$ cat src/rtl/pipe_stage_reg.sv
// Elastic valid/ready pipeline register between core stages, with an optional skid entry (SKID=1).
// Define PIPE_STAGE_REG_PERF_EN to add saturating stall_cnt/flush_cnt outputs.
module pipe_stage_reg #(
   parameter int unsigned CTRL_W = 9,
   parameter int unsigned DATA_W = 128,
   parameter int          SKID   = 1
) (
   input  logic              clk,
   input  logic              rst,
   input  logic              flush,
   input  logic              in_valid,
   output logic              in_ready,
   input  logic [CTRL_W-1:0] in_ctrl,
   input  logic [DATA_W-1:0] in_data,
   output logic              out_valid,
   input  logic              out_ready,
   output logic [CTRL_W-1:0] out_ctrl,
   output logic [DATA_W-1:0] out_data
`ifdef PIPE_STAGE_REG_PERF_EN
   ,
   output logic [15:0]       stall_cnt,
   output logic [15:0]       flush_cnt
`endif
);

   logic accept;
   logic consume;

   assign accept  = in_valid & in_ready;
   assign consume = out_valid & out_ready;

`ifdef PIPE_STAGE_REG_PERF_EN
   logic any_valid;
`endif

   generate
      if (SKID != 0) begin : g_skid
         logic              skid_valid;
         logic [CTRL_W-1:0] skid_ctrl;
         logic [DATA_W-1:0] skid_data;

         // Ready is a pure function of the skid flop, so no path from out_ready.
         assign in_ready = ~skid_valid;
`ifdef PIPE_STAGE_REG_PERF_EN
         assign any_valid = out_valid | skid_valid;
`endif

         always_ff @(posedge clk or posedge rst) begin
            if (rst) begin
               out_valid  <= 1'b0;
               out_ctrl   <= '0;
               out_data   <= '0;
               skid_valid <= 1'b0;
               skid_ctrl  <= '0;
               skid_data  <= '0;
            end else if (flush) begin
               out_valid  <= 1'b0;
               out_ctrl   <= '0;
               out_data   <= '0;
               skid_valid <= 1'b0;
               skid_ctrl  <= '0;
               skid_data  <= '0;
            end else if (out_valid & ~consume) begin
               if (accept) begin
                  skid_valid <= 1'b1;
                  skid_ctrl  <= in_ctrl;
                  skid_data  <= in_data;
               end
            end else if (skid_valid) begin
               // Main is free: skid advances first so ordering stays FIFO.
               out_valid  <= 1'b1;
               out_ctrl   <= skid_ctrl;
               out_data   <= skid_data;
               skid_valid <= accept;
               if (accept) begin
                  skid_ctrl <= in_ctrl;
                  skid_data <= in_data;
               end
            end else if (accept) begin
               out_valid <= 1'b1;
               out_ctrl  <= in_ctrl;
               out_data  <= in_data;
            end else if (consume) begin
               out_valid <= 1'b0;
               out_ctrl  <= '0;
            end
         end
      end else begin : g_single
         assign in_ready = out_ready | ~out_valid;
`ifdef PIPE_STAGE_REG_PERF_EN
         assign any_valid = out_valid;
`endif

         always_ff @(posedge clk or posedge rst) begin
            if (rst) begin
               out_valid <= 1'b0;
               out_ctrl  <= '0;
               out_data  <= '0;
            end else if (flush) begin
               out_valid <= 1'b0;
               out_ctrl  <= '0;
               out_data  <= '0;
            end else if (accept) begin
               out_valid <= 1'b1;
               out_ctrl  <= in_ctrl;
               out_data  <= in_data;
            end else if (consume) begin
               // Bubble: control cleared so the slot decodes as a NOP; data holds.
               out_valid <= 1'b0;
               out_ctrl  <= '0;
            end
         end
      end
   endgenerate

`ifdef PIPE_STAGE_REG_PERF_EN
   always_ff @(posedge clk or posedge rst) begin
      if (rst) begin
         stall_cnt <= '0;
         flush_cnt <= '0;
      end else begin
         if (out_valid & ~out_ready & (stall_cnt != '1))
            stall_cnt <= stall_cnt + 16'd1;
         if (flush & any_valid & (flush_cnt != '1))
            flush_cnt <= flush_cnt + 16'd1;
      end
   end
`endif

endmodule
$ cat config.mk
export PLATFORM = sky130hd
export DESIGN_NAME = pipe_stage_reg
export DESIGN_NICKNAME = d
export VERILOG_FILES = /design/src/rtl/pipe_stage_reg.sv
export SDC_FILE = /design/constraint.sdc
export NUM_CORES = 1
export LEC_CHECK = 0
export CORE_MARGIN = 3
export CORE_UTILIZATION = 54
export CTS_BUF_LIST = sky130_fd_sc_hd__clkbuf_8 sky130_fd_sc_hd__clkbuf_16
export CTS_CLUSTER_DIAMETER = 80
export DETAILED_ROUTE_END_ITERATION = 8
export GPL_TIMING_DRIVEN = 0
export PLACE_DENSITY = 0.86
export SETUP_SLACK_MARGIN = 0.5
export SLEW_MARGIN = 20
export SYNTH_ARGS = -nofsm -noshare
export SYNTH_HDL_FRONTEND = slang
export SYNTH_SLANG_ARGS = --single-unit
$ cat constraint.sdc
create_clock -name clk -period 16.5 [get_ports clk]
set_input_delay 3.3 -clock clk [delete_from_list [all_inputs] [get_ports clk]]
set_output_delay 3.3 -clock clk [all_outputs]
set_load 0.03 [all_outputs]
Word level (Yosys, flattened, before mapping)
Index checks and enable logic that the tools add are counted.
{"block": "word_totals", "register_bits": 276, "latchBits": 0, "ram_bits": 0, "romBits": 0, "inputBits": 142, "out_inout_bits": 139, "word_cells": 44, "mem_count": 0}
{"block": "classes", "add_sub_neg": 0, "n_mul": 0, "n_div": 0, "n_lt_le_gt_ge": 0, "n_eq_ne": 2, "shifts": 0, "mux": 26, "bitwise": 5, "n_reduce_logical": 5}
{"cell": "$mux W128", "n": 8}
{"cell": "$mux W9", "n": 9}
{"cell": "$mux W1", "n": 9}
{"cell": "$reduce_bool A3 Y1", "n": 2}
{"cell": "$reduce_and A2 Y1", "n": 2}
{"cell": "$reduce_bool A4 Y1", "n": 1}
{"cell": "$and A1 B1 Y1", "n": 3}
{"cell": "$ne A3 B3 Y1 const B", "n": 1}
{"cell": "$ne A2 B2 Y1 const B", "n": 1}
{"cell": "$not A1 Y1", "n": 2}

Logic depth before layout (Yosys ltp)
Gate-level depths: netlist of run 1.
{"block": "logic_depth", "word_depth": 6, "depth_mapped": 7, "mapped_depth_nobuf": 3}

Worst setup path before layout of run 1
OpenSTA, ideal clock, no wires.
{"block": "synth_timing", "path_type": "reg-to-output", "startpoint": "reg g_skid.skid_valid", "endpoint": "out in_ready", "arrival_ps": 1082, "required_ps": 13200, "path_slack_ps": 12118, "path_stages_with_launch": 5, "cell_sequence": "dfrtp_1 > buf_4 > buf_6 > clkbuf_1 > inv_1"}
{"block": "synth_via", "elab_chain_cells": 1}
{"item": "start, declared", "line": "38", "text": "logic skid_valid;"}
{"item": "start signal, assigned", "line": "74", "text": "skid_valid <= accept;"}
{"item": "$not A1 Y1", "line": "43", "text": "assign in_ready = ~skid_valid;"}
{"item": "end, declared", "line": "12", "text": "output logic in_ready,"}
No other way between the ends.

Worst setup path after layout of run 1
Same ends and word-level chain as after synthesis.

==> flow_summary.toml, run 1 <==
[timing]
final_period_minus_worst_setup_slack_ns = 5.751
setup_total_negative_slack_ns = 0
fmax_mhz = 173.9
grt_setup_unrepaired = "false"
final_min_period_over_clock_period_pct = 34.86
timing_max_transition_violations_final = 0
fin_skew_ns = 0.009563
slew-limit-headroom_pct = 52.61
setup_violations = 0
worst_pin_slew_ns = 0.7108
final_hold_viol_count = 0

[grt]
overflow_after_grt = 0
grt_max_degree = 95
globalRouteMet2Util_pct = 45.97
vias_in_the_first_global_route = 9583
total_routing_usage_reported_by_global_routing_pct = 28.07
use_met1_pct = 38.76
grt_pass1_wl_um = 54130
grt_antenna_before_repair = 2
use_met3_pct = 6.156
grt-busiest-layer = "met2"

[detailed_routing]
initialDrtViolationCount = 638
drc_markers = 0
dr_total_vias = 9448
detail_route.wirelength_um = 34430
postRouteAntennaNets = 0
avgRoutedWirePerCell_um = 22.28
via_per_inst = 6.115
drt-pass1-iter-count = 5

[floorplanning]
floorplan.core_area_um2 = 21350
die_h_um = 154.5
die_area_um2 = 23880
io_pins = 281
floorplan.die.width_um = 154.5
number_of_standard_cell_rows_in_the_floorplan = 53
initial_standard_cell_utilization_of_the_core_pct = 55.80

[synth]
synth_area_per_cell_um2 = 12.74
synth_warnings = 0
synth.lib_cells_used.distinct = 24
synth_nets = 1077
postSynthCellCount = 935
yosysSeqAreaShare_pct = 57.97
yosys_register_bits = 276
cell_area_after_technology_mapping_um2 = 11910

[setup_path]
critPathKind = "flop to output pin"
r2r_setup_slack_ns = 14.67
required_ns = 13.20
timing.critical_path.fanout_max = 10
last_element_of_the_critical_path = "in_ready"
worstReg2RegEnd = "out_data[60]"
setup.worst_path.end_class = "output pin"
depth_of_the_worst_register_to_register_path = 5
arrival_ns = 2.45
worst_r2r_src = "out_valid"
worst_setup_path_start = "g_skid.skid_valid"
timing.critical_path.from_type = "flop"

[clock_network]
clk_root_buffer_cell = "clkbuf_16"
h_tree_depth = 1
cts_tree = "built"
clockBufferDepth = 3
hold_buffers = 0
cts_sinks = 276
clk-insertion-delay-late_ns = 0.54
clkSlewWorstSetupHoldPaths_ns = 0.06
cts_inserted_buffers = 29
postCtsResizedCells = 0
postCtsSetupRepairBufs = 0

[cells_and_area]
drive_gt1_share_pct = 10.48
areaGrowthSynthToFinish_pct = 34.84
finalInstanceArea_um2 = 16060
number_of_nets_in_the_final_layout = 1389
final_common_cell = "clkdlybuf4s50_1"
filler_instances = 1412
most-common-layout-cells = "279 x clkdlybuf4s50_1, 276 x dfrtp_1, 137 x a22o_1"

[power_and_ir_drop]
p_per_area_nw_per_um2 = 103.6
pleak_nw = 6.847
vdd_drop_max_mv = 0.07652
report.power.total_mw = 1.664

[placement]
globalplace.congestion = 0.8173
placement.cell_area_um2 = 15110
detailed_place_hpwl_um = 23380
port_buffers = 279

[job]
cap_viol_max_count = 0

[status]
outcome = "complete, no violations"

[min_path]
min-delay-path-class = "flop to flop"
[kinds of logic after synthesis]
kind of cell	Yosys count	synth area share [%]
compound gates	414	25.06
buf+inv	107	5.545
flops	276	57.97
mux	128	10.75
simple gates	10	0.6722
[cell type report]
class,count,area [um2],share of cell area [%]
antenna,1,2.502,0.01558
buffer,105,653.1,4.066
clock buffer,33,780.7,4.860
clock inverter,20,167.7,1.044
inverter,2,15.01,0.09346
multi-input combinational,552,4347,27.06
sequential,276,6907,42.99
tap,275,344.1,2.142
timing repair buffer,281,2848,17.73
[metrics by stage]
stage / hold WS, ns / util (%) / instances / worst slack [ns]
2_1_floorplan: 0.4727 / - / 935 / 5.591
3_3_place_gp: 0.4796 / 70.49 / 1489 / 2.400
3_5_place_dp: 0.4808 / 70.78 / 1491 / 11.29
4_1_cts: 0.5012 / 75.22 / 1544 / 10.75
5_1_grt: 0.5059 / 75.23 / 1545 / 10.67
6_report: 0.4968 / 75.23 / 1545 / 10.75
[sequential cells by signal, indices dropped and copies added (netlist names)]
register / count
g_skid.skid_valid: 1
out_data: 128
out_valid: 1
out_ctrl: 9
g_skid.skid_data: 128
g_skid.skid_ctrl: 9
[worst min-delay path by stage]
stage | startpoint | to | slack [ns] | depth (start not counted)
6_report | out_ctrl[1] | out_ctrl[1] | 0.50 | 1
5_1_grt | out_ctrl[6] | out_ctrl[6] | 0.51 | 1
4_1_cts | out_ctrl[1] | out_ctrl[1] | 0.50 | 1
3_5_place_dp | out_ctrl[1] | out_ctrl[1] | 0.48 | 1
3_3_place_gp | out_ctrl[5] | out_ctrl[5] | 0.48 | 1
2_1_floorplan | g_skid.skid_data[0] | g_skid.skid_data[0] | 0.47 | 1
[power breakdown]
| part | internal, mW | switching (mW) |
|---|---|---|
| Combinational | 0.122 | 0.164 |
| Clock | 0.383 | 0.262 |
| Sequential | 0.712 | 0.0214 |
[Yosys cell counts]
cell type  number  area (um2)
or3_4           1       11.26
clkbuf_4        1       7.510
buf_6          18       202.7
buf_4          16       120.1
a21oi_1       129       645.6
a22o_1        137        1200
nor3b_2         1       12.51
dfrtp_1       276        6907
nor2b_4         1       13.76
and2b_1         1       7.510
clkbuf_1       22       82.58
nor3_1          1       5.000
mux2i_1       128        1281
a22oi_1         9       67.56
a21oi_4         2       32.53
nor2_1          1       3.750
buf_2          48       240.2
nand2b_1        1       6.260
nand3b_1        1       7.510
o2bb2ai_1       9       78.83
or2_1           1       6.260
nor2_2          1       6.260
inv_1           2       7.510
a211oi_1      128       960.9
[worst max-delay path: stages (launching register included)]
cell and delay [ns]:
dfrtp_1 0.32, buf_4 0.16, buf_6 0.18, clkbuf_1 0.51, inv_1 0.11, clkdlybuf4s50_1 0.63
[layer usage]
metal | part of all wire [%] | routed length, um
met5 | 0.038 | 13
met4 | 2.4 | 812
met3 | 8.3 | 2874
met2 | 49 | 16760
met1 | 41 | 13960
Note: power is estimated with default switching activity, not from simulation.
==> run 2, diff against run 1 <==
CORE_UTILIZATION = 45   (was 54)
PLACE_DENSITY = 0.76   (was 0.86)
clock period = 5.05 ns   (was 16.5 ns; I/O delays follow)
==> run 2 against run 1 <==
Sequential power rose to 3.3 times the previous value. Register-to-register slack worse by 11 ns. Count of clock-buffer cells in the layout is 2 lower. Critical path depth stayed put. Routed wire length is 0.50% higher. Worst hold slack lost 0.0028 ns. Largest power group unchanged. Non-clock buffer count increased by 6. First-iteration DRC count increased by 19%. Cell count up 3.8%. Die area grew 19%. Design area rose by 0.80%. Combinational power grew to 3.3 times the previous value.
==> flow_summary.toml, run 2 (synthesis results as in run 1) <==
[floorplanning]
io_pins = 281
die_area_um2 = 28460
initial_standard_cell_utilization_of_the_core_pct = 46.51
floorplan.die.width_um = 168.7
number_of_standard_cell_rows_in_the_floorplan = 58
floorplan.core_area_um2 = 25620
die_h_um = 168.7

[setup_path]
worstPathCellList = "buf_4 -> buf_6 -> clkbuf_1 -> inv_1 -> clkdlybuf4s50_1"
largest_delay_contributor_family_on_the_critical_path = "buffers and inverters"
setup.worst_path.end_class = "output pin"
timing.critical_path.fanout_max = 10
required_ns = 4.04
arrival_ns = 2.45
worst_path_max_delay_cell = "clkdlybuf4s50_1"
timing.critical_path.from_type = "flop"
critPathKind = "flop to output pin"
critPathBufInv = 5
crit_path_max_incr_delay_ns = 0.62
r2r_setup_slack_ns = 3.21

[detailed_routing]
avgRoutedWirePerCell_um = 21.58
drt-pass1-iter-count = 5
postRouteAntennaNets = 0
dr_total_vias = 9391
drc_markers = 0
via_per_inst = 5.858
initialDrtViolationCount = 760
detail_route.wirelength_um = 34600

[clock_network]
clockBufferDepth = 3
clkSlewWorstSetupHoldPaths_ns = 0.06
clk-insertion-delay-late_ns = 0.53
cts_inserted_buffers = 29
postCtsResizedCells = 0
cts_tree = "built"
h_tree_depth = 1
postCtsSetupRepairBufs = 0
clk_root_buffer_cell = "clkbuf_16"
cts_sinks = 276
hold_buffers = 0

[grt]
grt_antenna_before_repair = 1
vias_in_the_first_global_route = 9724
total_routing_usage_reported_by_global_routing_pct = 23.68
grt_pass1_wl_um = 54470
overflow_after_grt = 0
grt_max_degree = 36

[cells_and_area]
drive_gt1_share_pct = 11.00
reg.largest.list = "g_skid.skid_data: 128 flops, out_data: 128 flops"
finalInstanceArea_um2 = 16190
areaGrowthSynthToFinish_pct = 35.92
most-common-layout-cells = "279 x clkdlybuf4s50_1, 276 x dfrtp_1, 137 x a22o_1"
number_of_nets_in_the_final_layout = 1395
antenna-diode-count = 0
final_common_cell = "clkdlybuf4s50_1"

[status]
outcome = "complete, no violations"

[timing]
final_period_minus_worst_setup_slack_ns = 3.463
setup_violations = 0
fin_skew_ns = 0.01209
final_hold_viol_count = 0
timing_max_transition_violations_final = 0
fmax_mhz = 288.8
slew-limit-headroom_pct = 52.82
grt_setup_unrepaired = "false"
final_min_period_over_clock_period_pct = 68.58
whs_ns = 0.4941
worst_pin_slew_ns = 0.7077

[power_and_ir_drop]
vdd_drop_max_mv = 0.2421
p_per_area_nw_per_um2 = 332.3
pleak_nw = 6.834

[placement]
port_buffers = 279
placement.cell_area_um2 = 15280
globalplace.congestion = 0.8129
detailed_place_hpwl_um = 23780

[min_path]
min-delay-path-class = "flop to flop"

[job]
cap_viol_max_count = 0
-- run 2: changes by cell type in the layout (fill, tap and decap cells not counted) --
cell	change
buf_12	+8
inv_6	-2
clkinvlp_4	+8
clkinv_2	-1
inv_1	-3
bufinv_16	-1
inv_8	-1
clkbuf_8	-2
buf_16	-2
diode_2	-1
-- run 2: path summary, 6_finish.rpt --
kind	start	to	depth (start not counted)
worst min-delay path	out_ctrl[7]	out_ctrl[7]	1
worst max-delay path	g_skid.skid_valid	in_ready	5
max in group asynchronous	rst	g_skid.skid_data[7]	5
worst min register to register	out_ctrl[7]	out_ctrl[7]	1
worst max register to register	out_valid	out_data[91]	5
min in group asynchronous	rst	out_data[64]	2
-- run 2: final cells by class --
cell class / count / area (um2)
inverter: 2 / 11.26
tap: 330 / 412.9
fill: 2036 / 9424
clock buffer: 31 / 753.2
timing repair buffer: 287 / 2953
buffer: 105 / 653.1
multi-input combinational: 552 / 4347
clock inverter: 20 / 156.4
sequential: 276 / 6907
-- run 2: report_power, final --
group	switching (mW)	internal, mW	total [mW]	leakage, nW
combinational	0.531	0.407	0.938	2.66
sequential	0.0688	2.33	2.39	3.72
clock	0.879	1.17	2.05	0.457
total	1.48	3.90	5.38	6.83
-- run 2: per-stage QoR --
| step | power (mW) | utilization, % | setup WS (ns) | std cells | TNS (ns) |
|---|---|---|---|---|---|
| global route | 5.596 | 63.21 | 1.484 | 1603 | 0 |
| global placement | 3.342 | 59.04 | -1.597 | 1544 | -433.52 |
| detailed placement | 3.370 | 59.66 | 2.139 | 1552 | 0 |
| floorplan | 2.924 | - | 0.3886 | 935 | 0 |
| CTS | 5.427 | 63.21 | 1.569 | 1603 | 0 |
| finish | 5.381 | 63.21 | 1.587 | 1603 | 0 |
-- run 2: worst register-to-register path, cell delays in order, from the launching register on --
cell	delay [ns]
dfrtp_1	0.41
and2b_1	0.22
nor2_1	0.13
buf_2	0.32
clkbuf_1	0.43
a211oi_1	0.16
-- run 2: metal layers --
metal | share of wire [%] | track usage (%)
met1 | 42 | 31.97
met3 | 8.0 | 5.768
met4 | 2.1 | 5.372
met5 | 0.038 | 0
met2 | 48 | 39.08
